## config.mk

```make
export PLATFORM = sky130hd
export DESIGN_NAME = branch_predict_unit
export DESIGN_NICKNAME = d
export VERILOG_FILES = /design/src/rtl/branch_predict_unit.sv
export SDC_FILE = /design/constraint.sdc
export NUM_CORES = 1
export LEC_CHECK = 0
export ABC_CLOCK_PERIOD_IN_PS = 10350
export CELL_PAD_IN_SITES_DETAIL_PLACEMENT = 0
export CELL_PAD_IN_SITES_GLOBAL_PLACEMENT = 1
export CORE_ASPECT_RATIO = 1.5
export CORE_MARGIN = 2
export CORE_UTILIZATION = 49
export CTS_CLUSTER_DIAMETER = 200
export CTS_CLUSTER_SIZE = 10
export DETAILED_ROUTE_END_ITERATION = 8
export GPL_TIMING_DRIVEN = 0
export PLACE_DENSITY_LB_ADDON = 0.1
export SYNTH_ARGS = -nofsm -noshare
export SYNTH_HDL_FRONTEND = slang
export SYNTH_SLANG_ARGS = --single-unit
```

## constraint.sdc

```tcl
create_clock -name clk -period 10.35 [get_ports clk]
set_input_delay 2.07 -clock clk [delete_from_list [all_inputs] [get_ports clk]]
set_output_delay 2.07 -clock clk [all_outputs]
set_load 0.01 [all_outputs]
```

## src/rtl/branch_predict_unit.sv

```systemverilog
// PC-indexed 2-bit saturating-counter branch predictor with ID-stage resolve, training and stats.
// Prediction and resolution are combinational (zero latency); table and stats update on the next edge; no backpressure (de_stall suppresses resolve).
module branch_predict_unit #(
  parameter int         ADDR_W   = 32,
  parameter int         IDX_W    = 6,
  parameter logic [1:0] CTR_INIT = 2'b01,
  parameter int         CNT_W    = 16
) (
  input  logic              clk,
  input  logic              reset,
  input  logic              if_valid,
  input  logic [ADDR_W-1:0] if_pc,
  output logic              pred_taken,
  input  logic              de_valid,
  input  logic              de_stall,
  input  logic [ADDR_W-1:0] de_pc,
  input  logic [1:0]        DE_control,
  input  logic              cmp,
  input  logic              de_pred_taken,
  output logic              PC_sel,
  output logic              mispredict,
  output logic [CNT_W-1:0]  branch_cnt,
  output logic [CNT_W-1:0]  mispred_cnt
);

  localparam int DEPTH = 1 << IDX_W;

  if (IDX_W + 2 > ADDR_W) begin : g_bad_idx_w
    $error("branch_predict_unit: IDX_W+2 must not exceed ADDR_W");
  end

  logic [1:0]       ctr [DEPTH];
  logic [IDX_W-1:0] if_idx;
  logic [IDX_W-1:0] de_idx;
  logic             rv;
  logic             train;
  logic             unused_pc_bits;

  assign if_idx = if_pc[IDX_W+1:2];
  assign de_idx = de_pc[IDX_W+1:2];
  assign unused_pc_bits = ^{if_pc, de_pc};

  // Read is from the registered table only: a same-cycle training write is not bypassed.
  assign pred_taken = if_valid & ctr[if_idx][1];

  assign rv         = de_valid & ~de_stall;
  assign PC_sel     = rv & DE_control[1] & (DE_control[0] ~^ cmp);
  assign mispredict = rv & (PC_sel != de_pred_taken);
  assign train      = rv & DE_control[1];

  always_ff @(posedge clk or posedge reset) begin
    if (reset) begin
      for (int i = 0; i < DEPTH; i++) begin
        ctr[i] <= CTR_INIT;
      end
    end else if (train) begin
      if (PC_sel && ctr[de_idx] != 2'b11) begin
        ctr[de_idx] <= ctr[de_idx] + 2'd1;
      end else if (!PC_sel && ctr[de_idx] != 2'b00) begin
        ctr[de_idx] <= ctr[de_idx] - 2'd1;
      end
    end
  end

  always_ff @(posedge clk or posedge reset) begin
    if (reset) begin
      branch_cnt  <= '0;
      mispred_cnt <= '0;
    end else begin
      if (train && branch_cnt != {CNT_W{1'b1}}) begin
        branch_cnt <= branch_cnt + CNT_W'(1);
      end
      if (mispredict && mispred_cnt != {CNT_W{1'b1}}) begin
        mispred_cnt <= mispred_cnt + CNT_W'(1);
      end
    end
  end

endmodule

```

==> flow_summary.yaml, run 1 <==
sta:
  finalCriticalPeriod_ns: 6.59
  slew_violations: 0
  slew_headroom_pct: 18.5
  fin_crit_sh_pct: 63.7
  setup_viol: 0
  fmax_mhz: 152
  rsz0062_at_grt: "no"
  skew_ns: 0.00872
  tns_ns: 0
  hold_viol: 0
  worst_pin_slew_ns: 1.22
placement:
  dpl.hpwl_microns: 18200
  placed_cells: 1005
  place.gp.congestion: 0.895
  io_buffers: 50
cts:
  cts_setup_buffers: 0
  clock_sinks: 160
  root_buffer: "clkbuf_16"
  cts_buffer_depth: 2
  clk_latency_ns: 0.43
  h-tree-depth: 4
  clk_pin_slew_worst_paths_ns: 0.06
  cts-resized-gates: 0
  cts_tree: "yes"
  hold_buffers: 0
  cts_made_buffers: 17
die:
  start_util_pct: 50.2
  ios: 108
  die_y_microns: 168
  die_w_microns: 113
  rows: 59
  dieArea_sq_um: 19000
  core_area_sq_um: 17400
routing:
  drtPass1Iterations: 7
  drt_drc_violations_left: 2
  drt_iter0_markers: 493
  detail-route-antenna-nets: 0
  avgViaCountPerCell: 6.24
  num_vias: 6479
  wl_per_cell_microns: 24.2
  drt_wl_total_microns: 25100
global_routing:
  grt_max_degree: 98
  grt_use_total_pct: 27.7
  antenna_found_initial: 1
  grt_pass1_vias: 7050
  overflow: 0
  grt_first_pass_wirelength_microns: 39600
power_and_ir_drop:
  p_leak_uw: 0.00467
  powerDensity_nw_per_um2: 156
  vdd_ir_drop_max_mv: 0.108
  total_power_uw: 1580
synth:
  ys_seq_area_share_pct: 46.7
  synth_edf_count: 0
  synthDistinctLibCells: 65
  async_flop_share_pct: 100
  yosys_warnings: 0
  synth_ff_type: "dfrtp_1"
  synth_top_family_by_area: "multiplexers"
  synthesis.area_sq_um: 8750
  syn_inst: 740
  synth_xor_area_share_pct: 3.20
  synth_nets: 817
  synth-compound-area-share_pct: 5.83
  ys_ff_latch: 160
  synthSimpleGateAreaFrac_pct: 12.7
  synthAdderAreaFrac_pct: 0.572
  synthMuxAreaShare_pct: 26.8
  avgSynthCellArea_sq_um: 11.8
critical_path:
  path_buf_inv: 3
  worstPathCellList: "buf_2 > buf_2 > mux4_2 > a22oi_1 > nand4_1 > a211o_1 > clkdlybuf4s50_1"
  crit_path_top_delay_cell: "mux4_2"
  r2r-end: "ctr[7]$_DFFE_PP0P_"
  critical_path_required_ns: 8.28
  critPathKind: "in2out"
  r2r_slack_ns: 6.20
  cp_slowest_stage_delay_ns: 0.61
  critPathMostFrequentCell: "buf_2"
  critPathTopFamily: "buffers and inverters"
  worst_ep_arrival_time_ns: 4.52
  crit_path_end_kind: "output pin"
  r2r_cells: 11
  path_max_fanout: 10
  cp-start-kind: "input port"
hold_path:
  hold_depth: 2
  hold_class: "reg2reg"
cells_and_area:
  finalNonFillerCells: 1038
  regArea_sq_um: 4080
  final_cell_mix: "96 x dfrtp_1, 75 x mux2_2, 64 x dfstp_2"
  syn_to_final_growth_pct: 15.7
  layout_commonest_cell: "dfrtp_1"
  nFillCells: 1436
  layout.nets: 888
  drive_above_1_share_pct: 28.0
  multi_input_comb_area_sq_um: 4300
outcome:
  violations: "DRC"
  status: "finished with violations"
run:
  maxCapViolations: 0
[kinds of logic (layout without fill, tap and decap cells)]
family,count (synthesis),in the layout
compound gates,66,66
xor+xnor,32,32
fa+ha+maj,4,4
buf+inv,81,165
flops,160,160
mux,185,185
other cells,0,1
simple gates,212,212
[synthesized netlist by cell type, types with 4 or more instances]
master	instances	share of area, %
a21oi_1	4	0.23
a221oi_1	5	0.50
a22oi_1	12	1.0
and2_1	5	0.36
and3_1	13	0.93
buf_2	18	1.0
buf_6	4	0.51
clkbuf_1	16	0.69
dfrtp_1	96	27
dfstp_2	64	19
ha_1	4	0.57
inv_1	36	1.5
mux2_1	44	5.7
mux2_2	75	9.7
mux2i_1	39	4.5
mux4_1	4	1.2
mux4_2	22	5.7
nand2_1	48	2.1
nand2b_1	7	0.50
nand3_1	60	3.4
nand4_1	8	0.57
nor2_1	23	0.99
nor2b_1	10	0.72
nor3_1	13	0.74
nor3_2	5	0.57
nor4_1	6	0.43
o211ai_1	6	0.51
o21ai_0	5	0.29
xnor2_1	16	1.6
xor2_1	16	1.6
[per-layer routing]
metal  share of wire, %  global-route usage, %  vias up
met5                  0                      0        -
met2                 52                   48.2      243
li1                   -                      -     2861
met3                6.2                   6.91       72
met1                 38                   32.0     3303
met4                3.9                   12.6        0
[worst max path at each step]
stage	startpoint	to	slack [ns]	cells past startpoint
2_1_floorplan	reset	branch_cnt[0]$_DFFE_PP0P_	4.07	1
3_3_place_gp	reset	ctr[13]$_DFFE_PP0P_	2.12	2
3_5_place_dp	de_pc[4]	ctr[11]$_DFFE_PP0P_	3.74	12
4_1_cts	if_pc[2]	pred_taken	3.78	7
5_1_grt	if_pc[2]	pred_taken	3.65	7
6_report	if_pc[2]	pred_taken	3.76	7
[per-stage QoR]
step                area (sq um)  utilization, %  hold slack (ns)  worst slack (ns)
floorplan                   8750               -            0.442              4.07
global placement            9520            54.6            0.454              2.12
detailed placement          9570            54.9            0.458              3.74
CTS                        10100            58.1            0.468              3.78
global route               10100            58.1            0.484              3.65
finish                     10100            58.1            0.468              3.76
[area by class of cell]
type,instances,share of cell area (%)
Clock buffer,21,4.45
Tap cell,213,2.63
Antenna cell,1,0.0247
Clock inverter,11,1.05
Multi-Input combinational cell,499,42.5
Timing Repair Buffer,52,5.33
Inverter,38,1.47
Sequential cell,160,40.3
Buffer,43,2.20
[worst min-delay path: stages, from the launching register on]
cell,delay (ns)
dfstp_2,0.37
inv_1,0.04
mux2i_1,0.05
[power breakdown]
| group | switching [uW] | internal (uW) | leakage [uW] |
|---|---|---|---|
| logic | 134 | 116 | 0.00246 |
| clock network | 265 | 340 | 0.000265 |
| registers | 47.9 | 682 | 0.00194 |
| total | 446 | 1140 | 0.00467 |
(Power assumes the default switching activity.)
==> run 2: changes to the inputs <==
Settings changed: ABC_CLOCK_PERIOD_IN_PS 10350 to 5590, CORE_UTILIZATION 49 to 41.
Clock period 10.35 ns to 5.59 ns, I/O delays scaled along.
==> flow_summary.yaml, run 2 (synthesized netlist as in run 1, its figures left out) <==
critical_path:
  worstPathCellList: "buf_2 > buf_2 > buf_2 > nor3b_2 > nand2_1 > a31oi_1 > a211oi_1 > o211a_1 > ha_1 > xnor2_1 > clkbuf_1 > mux2_2"
  critical_path_required_ns: 5.97
  critPathKind: "in2reg"
  crit_path_end_kind: "register"
  path_buf_inv: 4
  worst_ep_arrival_time_ns: 5.64
  cp-start-kind: "input port"
  crit_path_top_delay_cell: "nor3b_2"
  critPathMostFrequentCell: "buf_2"
  cp_slowest_stage_delay_ns: 0.86
  critPathTopFamily: "buffers and inverters"
  path_max_fanout: 10
die:
  ios: 108
  dieArea_sq_um: 22500
  die_y_microns: 183
  core_area_sq_um: 21000
  rows: 65
  start_util_pct: 41.7
  die_w_microns: 123
cells_and_area:
  antenna_cells: 0
  regArea_sq_um: 4080
  multi_input_comb_area_sq_um: 4300
  syn_to_final_growth_pct: 17.3
  layout_commonest_cell: "dfrtp_1"
  finalNonFillerCells: 1092
  nFillCells: 1939
  layout.nets: 888
  final_cell_mix: "96 x dfrtp_1, 75 x mux2_2, 64 x dfstp_2"
  drive_above_1_share_pct: 28.2
cts:
  cts_made_buffers: 17
  cts_buffer_depth: 2
  root_buffer: "clkbuf_16"
  cts_tree: "yes"
  clk_latency_ns: 0.44
  clk_pin_slew_worst_paths_ns: 0.06
  hold_buffers: 0
  cts_setup_buffers: 0
  clock_sinks: 160
  h-tree-depth: 4
  cts-resized-gates: 0
routing:
  num_vias: 6483
  drt_wl_total_microns: 26600
  drt_iter0_markers: 452
  avgViaCountPerCell: 5.94
  detail-route-antenna-nets: 0
  drt_drc_violations_left: 0
  wl_per_cell_microns: 24.4
  drtPass1Iterations: 5
placement:
  io_buffers: 50
  placed_cells: 1060
  place.gp.congestion: 0.897
  dpl.hpwl_microns: 19100
  post-place-ws_ns: 0.0130
sta:
  slew_violations: 0
  tns_ns: 0
  worst_pin_slew_ns: 1.27
  setup_viol: 0
  hold_viol: 0
  layout_setup_ws_ns: 0.324
  finalCriticalPeriod_ns: 5.27
  slew_headroom_pct: 14.3
  fin_crit_sh_pct: 94.2
  rsz0062_at_grt: "no"
  fmax_mhz: 190
  skew_ns: 0.00821
power_and_ir_drop:
  p_leak_uw: 0.00471
  powerDensity_nw_per_um2: 300
  total_power_uw: 3080
  vdd_ir_drop_max_mv: 0.225
run:
  maxCapViolations: 0
hold_path:
  hold_class: "reg2reg"
global_routing:
  overflow: 0
  grt_max_degree: 95
  antenna_found_initial: 0
  grt_first_pass_wirelength_microns: 41100
  grt_pass1_vias: 6876
  grt_use_total_pct: 24.8
outcome:
  status: "finished clean"
-- run 2: changes by cell type in the layout (fill, tap and decap cells not counted) --
cell / before / now
diode_2: 1 / 0
inv_6: 5 / 1
bufinv_16: 1 / 4
clkbuf_1: 19 / 18
clkinv_2: 3 / 4
clkinv_4: 1 / 0
buf_4: 2 / 3
buf_6: 5 / 4
clkbuf_8: 1 / 3
-- run 2: layer usage --
metal  wire length (microns)  track usage (%)  up-vias
li1                        -                -     2853
met1                   10500             30.1     3327
met2                   13700             42.5      247
met3                    1400             4.29       56
met4                     984             10.9        0
met5                       0                0        -
-- run 2: metrics by stage --
step / hold slack (ns) / area [sq um] / utilization [%]
6_report: 0.467 / 10300 / 48.9
5_1_grt: 0.490 / 10300 / 48.9
4_1_cts: 0.469 / 10300 / 48.9
3_5_place_dp: 0.461 / 9630 / 45.9
3_3_place_gp: 0.456 / 9590 / 45.7
2_1_floorplan: 0.442 / 8750 / -
-- run 2: final cells by class --
cell class | count | area share [%]
clock buffers | 22 | 4.62
inverters | 38 | 1.45
repair buffers | 52 | 5.22
well taps | 268 | 3.27
multi-input cells | 499 | 41.9
flip-flops and latches | 160 | 39.8
plain buffers | 43 | 2.17
clock inverters | 10 | 1.54
-- run 2: worst paths after layout --
check | depth (start not counted) | startpoint | end | slack (ns)
min | 2 | register | register | 0.47
min in group asynchronous | 2 | reset | mispred_cnt[6]$_DFFE_PP0P_ | 1.24
max | 12 | de_pc[4] | ctr[93]$_DFFE_PP0P_ | 0.32
max in group asynchronous | 3 | reset | asynchronous set/reset pin | 3.48
min reg2reg | 2 | register | register | 0.47
max reg2reg | 11 | register | ctr[13]$_DFFE_PP0P_ | 1.44
-- run 2: report_power, final --
part	switching, uW	internal [uW]	total, uW
sequential	88.1	1260	1350
combinational	255	214	470
clock	477	780	1260
total	820	2260	3080
-- run 2: worst min-delay path, stage by stage (launching register included) --
cell     delay (ns)
dfstp_2        0.37
inv_1          0.04
mux2i_1        0.05
==> patch 1 (config.mk and constraints of run 2) <==
Register the output `branch_cnt` once more, with the module's reset; this adds one clock of latency there. The other outputs are not delayed to match.
--- a/src/rtl/branch_predict_unit.sv
+++ b/src/rtl/branch_predict_unit.sv
@@ -24,6 +24,8 @@
 );
 
   localparam int DEPTH = 1 << IDX_W;
+
+  logic [CNT_W-1:0] branch_cnt_s0;
 
   if (IDX_W + 2 > ADDR_W) begin : g_bad_idx_w
     $error("branch_predict_unit: IDX_W+2 must not exceed ADDR_W");
@@ -64,11 +66,11 @@
 
   always_ff @(posedge clk or posedge reset) begin
     if (reset) begin
-      branch_cnt  <= '0;
+      branch_cnt_s0 <= '0;
       mispred_cnt <= '0;
     end else begin
-      if (train && branch_cnt != {CNT_W{1'b1}}) begin
-        branch_cnt <= branch_cnt + CNT_W'(1);
+      if (train && branch_cnt_s0 != {CNT_W{1'b1}}) begin
+        branch_cnt_s0 <= branch_cnt_s0 + CNT_W'(1);
       end
       if (mispredict && mispred_cnt != {CNT_W{1'b1}}) begin
         mispred_cnt <= mispred_cnt + CNT_W'(1);
@@ -76,5 +78,13 @@
     end
   end
 
+  always_ff @(posedge clk or posedge reset) begin
+    if (reset) begin
+      branch_cnt <= '0;
+    end else begin
+      branch_cnt <= branch_cnt_s0;
+    end
+  end
+
 endmodule
 
Behaviour: not the same (a bounded check fails within 4 cycles, from zero or initial values and one cycle with reset high).
==> patch 1 against run 2 <==
- count of clock-buffer cells in the layout is 2 lower
- highest routed layer unchanged
- power up 2.1%
- final area grew 4.5%
- area after synthesis increased by 5.6%
- sequential cell count is 16 higher
- largest power group unchanged
- routed wire length rose by 4.1%
- worst setup slack improved by 230 ps
==> patch 1: results <==
{
  "synthMuxAreaShare_pct": 25.8,
  "outcome": "completed",
  "synth_seq_area_share_pct": 48.6,
  "power.ir.vdd_worst_v": 0.000219,
  "place_congestion": 0.885,
  "portBuffers": 47,
  "fraction_of_synthesized_cell_area_in_xor_and_xnor_cells_pct": 3.03,
  "cts.htree.levels": 4,
  "synth-compound-area-share_pct": 5.16,
  "cts_made_buffers": 17,
  "synth.area.top_cells": "sky130_fd_sc_hd__dfrtp_1 30%, sky130_fd_sc_hd__dfstp_2 18%, sky130_fd_sc_hd__mux2_2 13%",
  "min_period_over_period_pct": 90.1,
  "synth.cells.most_frequent": "112 x sky130_fd_sc_hd__dfrtp_1, 105 x sky130_fd_sc_hd__mux2_2, 70 x sky130_fd_sc_hd__nand3_1",
  "synth_fa_ha_area_share_pct": 0.542,
  "max_slew_margin_pct": 25.0,
  "number_of_global_route_vias_before_repair": 7181,
  "first_pass_iters": 5,
  "placement.setup.worst_slack_ps": 149,
  "worstRegToRegCells": 9,
  "initial_antenna_violation_count": 0,
  "whs_path_depth": 0,
  "clock_tree.buffer_depth": 2,
  "vias_per_cell": 5.98,
  "drt-initial-drc-count": 399,
  "timing.critical_path.arrival_ps": 5420,
  "groute.usage.overall_pct": 24.1,
  "layout-drive-gt1-share_pct": 33.1,
  "ff2ff_setup_slack_ps": 1670,
  "final_net_count": 910,
  "critPathLaunch": "de_pc[7]",
  "grt_max_degree": 45,
  "route.detailed.wl_per_inst_um": 24.7,
  "crit_path_top_delay_cell": "sky130_fd_sc_hd__xnor2_1",
  "grt_pass1_wl_um": 42800,
  "timing.final.setup_violations": 0,
  "class_of_the_worst_hold_path": "flip-flop to flip-flop",
  "ctsResizeCount": 0,
  "cts.clk_slew.worst_paths_ps": 70,
  "critical_r2r_capture": "ctr[29]",
  "finalClockSkew_ps": 7.05,
  "timing.critical_path.slowest_cell_delay_ps": 760,
  "synth_nets": 840,
  "netlist-cell-type-count": 66,
  "die_area_mm2": 0.0238,
  "antennaDiodeCount": 0,
  "worst_skew_pair_latency_ps": 440,
  "critical_path.max_fanout": 10,
  "cts.repair_timing.setup_buffer_count": 0,
  "dpl.hpwl_um": 20200,
  "power.internal_mw": 2.25,
  "cellLeakagePower_nw": 4.77,
  "cts.root.buffer_cell": "sky130_fd_sc_hd__clkbuf_16"
}
==> patch 1: cell count changes after synthesis, moves of 10 or more <==
cell | before | now
sky130_fd_sc_hd__mux2_1 | 44 | 0
sky130_fd_sc_hd__nand3_1 | 60 | 70
sky130_fd_sc_hd__dfrtp_1 | 96 | 112
sky130_fd_sc_hd__a22oi_1 | 12 | 1
sky130_fd_sc_hd__mux2i_1 | 39 | 52
sky130_fd_sc_hd__nand2_1 | 48 | 38
sky130_fd_sc_hd__mux2_2 | 75 | 105
==> patch 1: kinds of logic after synthesis <==
group / Yosys count
flip-flops: 176
multiplexers: 187
XOR/XNOR: 32
AND/OR/NAND/NOR: 214
adder cells (fa/ha/maj): 4
AO/OA/AOI/OAI: 65
buffers and inverters: 85
==> patch 1: per-stage QoR <==
step	power [mW]	cell area (µm²)	utilization, %	cells	hold slack, ps
floorplan	1.74	9240	-	763	354
global placement	1.94	10100	45.3	1086	392
detailed placement	1.96	10100	45.6	1090	370
CTS	3.17	10700	48.3	1122	407
global route	3.26	10700	48.3	1122	429
finish	3.14	10700	48.3	1122	398
==> patch 1: metal layers <==
| metal | share of wire, % | vias up | GRT usage, % |
|---|---|---|---|
| li1 | - | 2929 | - |
| met1 | 39 | 3454 | 28.1 |
| met2 | 51 | 241 | 40.6 |
| met3 | 4.5 | 91 | 4.37 |
| met4 | 6.1 | 0 | 15.1 |
| met5 | 0 | - | 0 |
==> patch 1: worst max-delay path by stage <==
stage,end,depth (start not counted)
finish,ctr[29],12
floorplan,ctr[17],13
global placement,ctr[29],12
global route,ctr[121],12
CTS,ctr[29],12
detailed placement,ctr[29],12
==> patch 1: layout make-up <==
type	count	area, µm²
clock inverters	12	121
repair buffers	51	551
flip-flops and latches	176	4480
fillers	2010	11500
plain buffers	50	293
well taps	276	345
clock buffers	20	467
multi-input cells	502	4330
inverters	35	135
==> patch 1: power groups by stage <==
stage	logic [mW]	registers [mW]	clock network [mW]
after floorplan	0.265	1.48	0
after global placement	0.453	1.48	0
after detailed placement	0.470	1.49	0
after CTS	0.471	1.47	1.23
after global routing	0.502	1.48	1.28
final	0.468	1.47	1.21
==> patch 2 (flow settings as in run 2) <==
Without the edit above. Change the parameter `CNT_W` from 16 to 18.
--- a/src/rtl/branch_predict_unit.sv
+++ b/src/rtl/branch_predict_unit.sv
@@ -4,7 +4,7 @@
   parameter int         ADDR_W   = 32,
   parameter int         IDX_W    = 6,
   parameter logic [1:0] CTR_INIT = 2'b01,
-  parameter int         CNT_W    = 16
+  parameter int         CNT_W    = 18
 ) (
   input  logic              clk,
   input  logic              reset,
Interface: changed (resized branch_cnt and mispred_cnt); port bits go from 108 to 112. The function was not compared with the original's and may differ.
==> patch 2 against run 2 <==
- synthesized cell count rose by 12%
- worst hold slack improved by 18 ps
- routed wire length is 25% higher
- area after synthesis grew 0.30%
- final area increased by 0.50%
- count of clock-buffer cells in the layout decreased by 1
- combinational power rose by 7.4%
- worst setup slack got worse by 240 ps
- register-to-register slack improved by 160 ps
- sequential cell count rose by 4
- largest power group unchanged
- power increased by 0.44%
- clock skew is 7.3 ps higher
==> patch 2: results <==
{
  "synth_nets": 906,
  "layout-drive-gt1-share_pct": 18.3,
  "timing.critical_path.slowest_cell_delay_ps": 630,
  "place_congestion": 0.976,
  "synth_seq_area_share_pct": 47.7,
  "number_of_global_route_vias_before_repair": 7944,
  "groute.usage.overall_pct": 30.4,
  "vias_per_cell": 6.60,
  "drt-initial-drc-count": 974,
  "cellLeakagePower_nw": 3.90,
  "place_area_mm2": 0.00971,
  "drt-total-wl_um": 33300,
  "timing.critical_path.arrival_ps": 5800,
  "whs_path_depth": 1,
  "placement.setup.worst_slack_ps": -723,
  "outcome": "completed",
  "dpl.hpwl_um": 23100,
  "initial_antenna_violation_count": 1,
  "netlist-cell-type-count": 58,
  "crit_path_top_delay_cell": "sky130_fd_sc_hd__xor2_2",
  "power.ir.vdd_worst_v": 0.000232,
  "portBuffers": 56,
  "dpl.cell_count": 1154,
  "via_count": 7824,
  "synthCells": 829,
  "grt_pass1_wl_um": 49400,
  "min_period_over_period_pct": 98.5,
  "finalClockSkew_ps": 15.5,
  "critPathLaunch": "de_pc[3]",
  "layout.filler_cells": 1989,
  "synth.cells.most_frequent": "136 x sky130_fd_sc_hd__o21ai_0, 129 x sky130_fd_sc_hd__o31ai_1, 100 x sky130_fd_sc_hd__dfrtp_1",
  "critical_r2r_capture": "ctr[77]",
  "hold_slack_ps": 486
}
==> patch 2: changes by cell type in the layout (fill, tap and decap cells not counted), sizes merged, moves of 19 or more <==
cell           run 2  this run
o31ai              0       130
mux2i             39        20
nand3             60        17
o21ai              6       137
inv               37         9
mux2             120        23
clkbuf            39        83
==> patch 2: area by class of cell <==
class                   count  area, µm²  area share [%]
diodes                      1       2.50          0.0243
repair buffers             57        588            5.70
clock buffers              21        460            4.46
clock inverters            11        126            1.23
flip-flops and latches    164       4180            40.6
well taps                 268        335            3.25
multi-input cells         571       4170            40.5
plain buffers              85        405            3.93
inverters                   8       37.5           0.364
==> patch 2: cell families (layout without fill, tap and decap cells) <==
| group | count (synthesis) | count (layout) | synth area share, % |
|---|---|---|---|
| flops | 164 | 164 | 47.7 |
| mux | 63 | 63 | 10.4 |
| other cells | 0 | 1 | 0 |
| fa+ha+maj | 4 | 4 | 0.570 |
| buf+inv | 94 | 182 | 4.90 |
| compound gates | 332 | 332 | 25.0 |
| simple gates | 138 | 138 | 8.10 |
| xor+xnor | 34 | 34 | 3.39 |
==> patch 2: repair_timing <==
| item | 4_1_cts | 5_1_grt |
|---|---|---|
| setup buffers | 0 | 0 |
| setup endpoints to repair | 60 | 58 |
| gates resized for setup | 1 | 12 |
==> patch 2: power breakdown <==
part | leakage (nW) | internal, mW | total [mW] | switching (mW)
Combinational | 1.59 | 0.205 | 0.505 | 0.300
Sequential | 2.03 | 1.30 | 1.39 | 0.0892
Clock | 0.276 | 0.682 | 1.20 | 0.514
Total | 3.90 | 2.19 | 3.09 | 0.903
==> patch 2: layer usage <==
metal  vias to the layer above  global-route usage (%)  share of wire, %
met3                       126                    6.84               7.7
met2                       494                    50.2                50
met1                      3871                    35.6                36
met4                         0                    18.1               6.2
met5                         -                       0                 0
li1                       3333                       -                 -
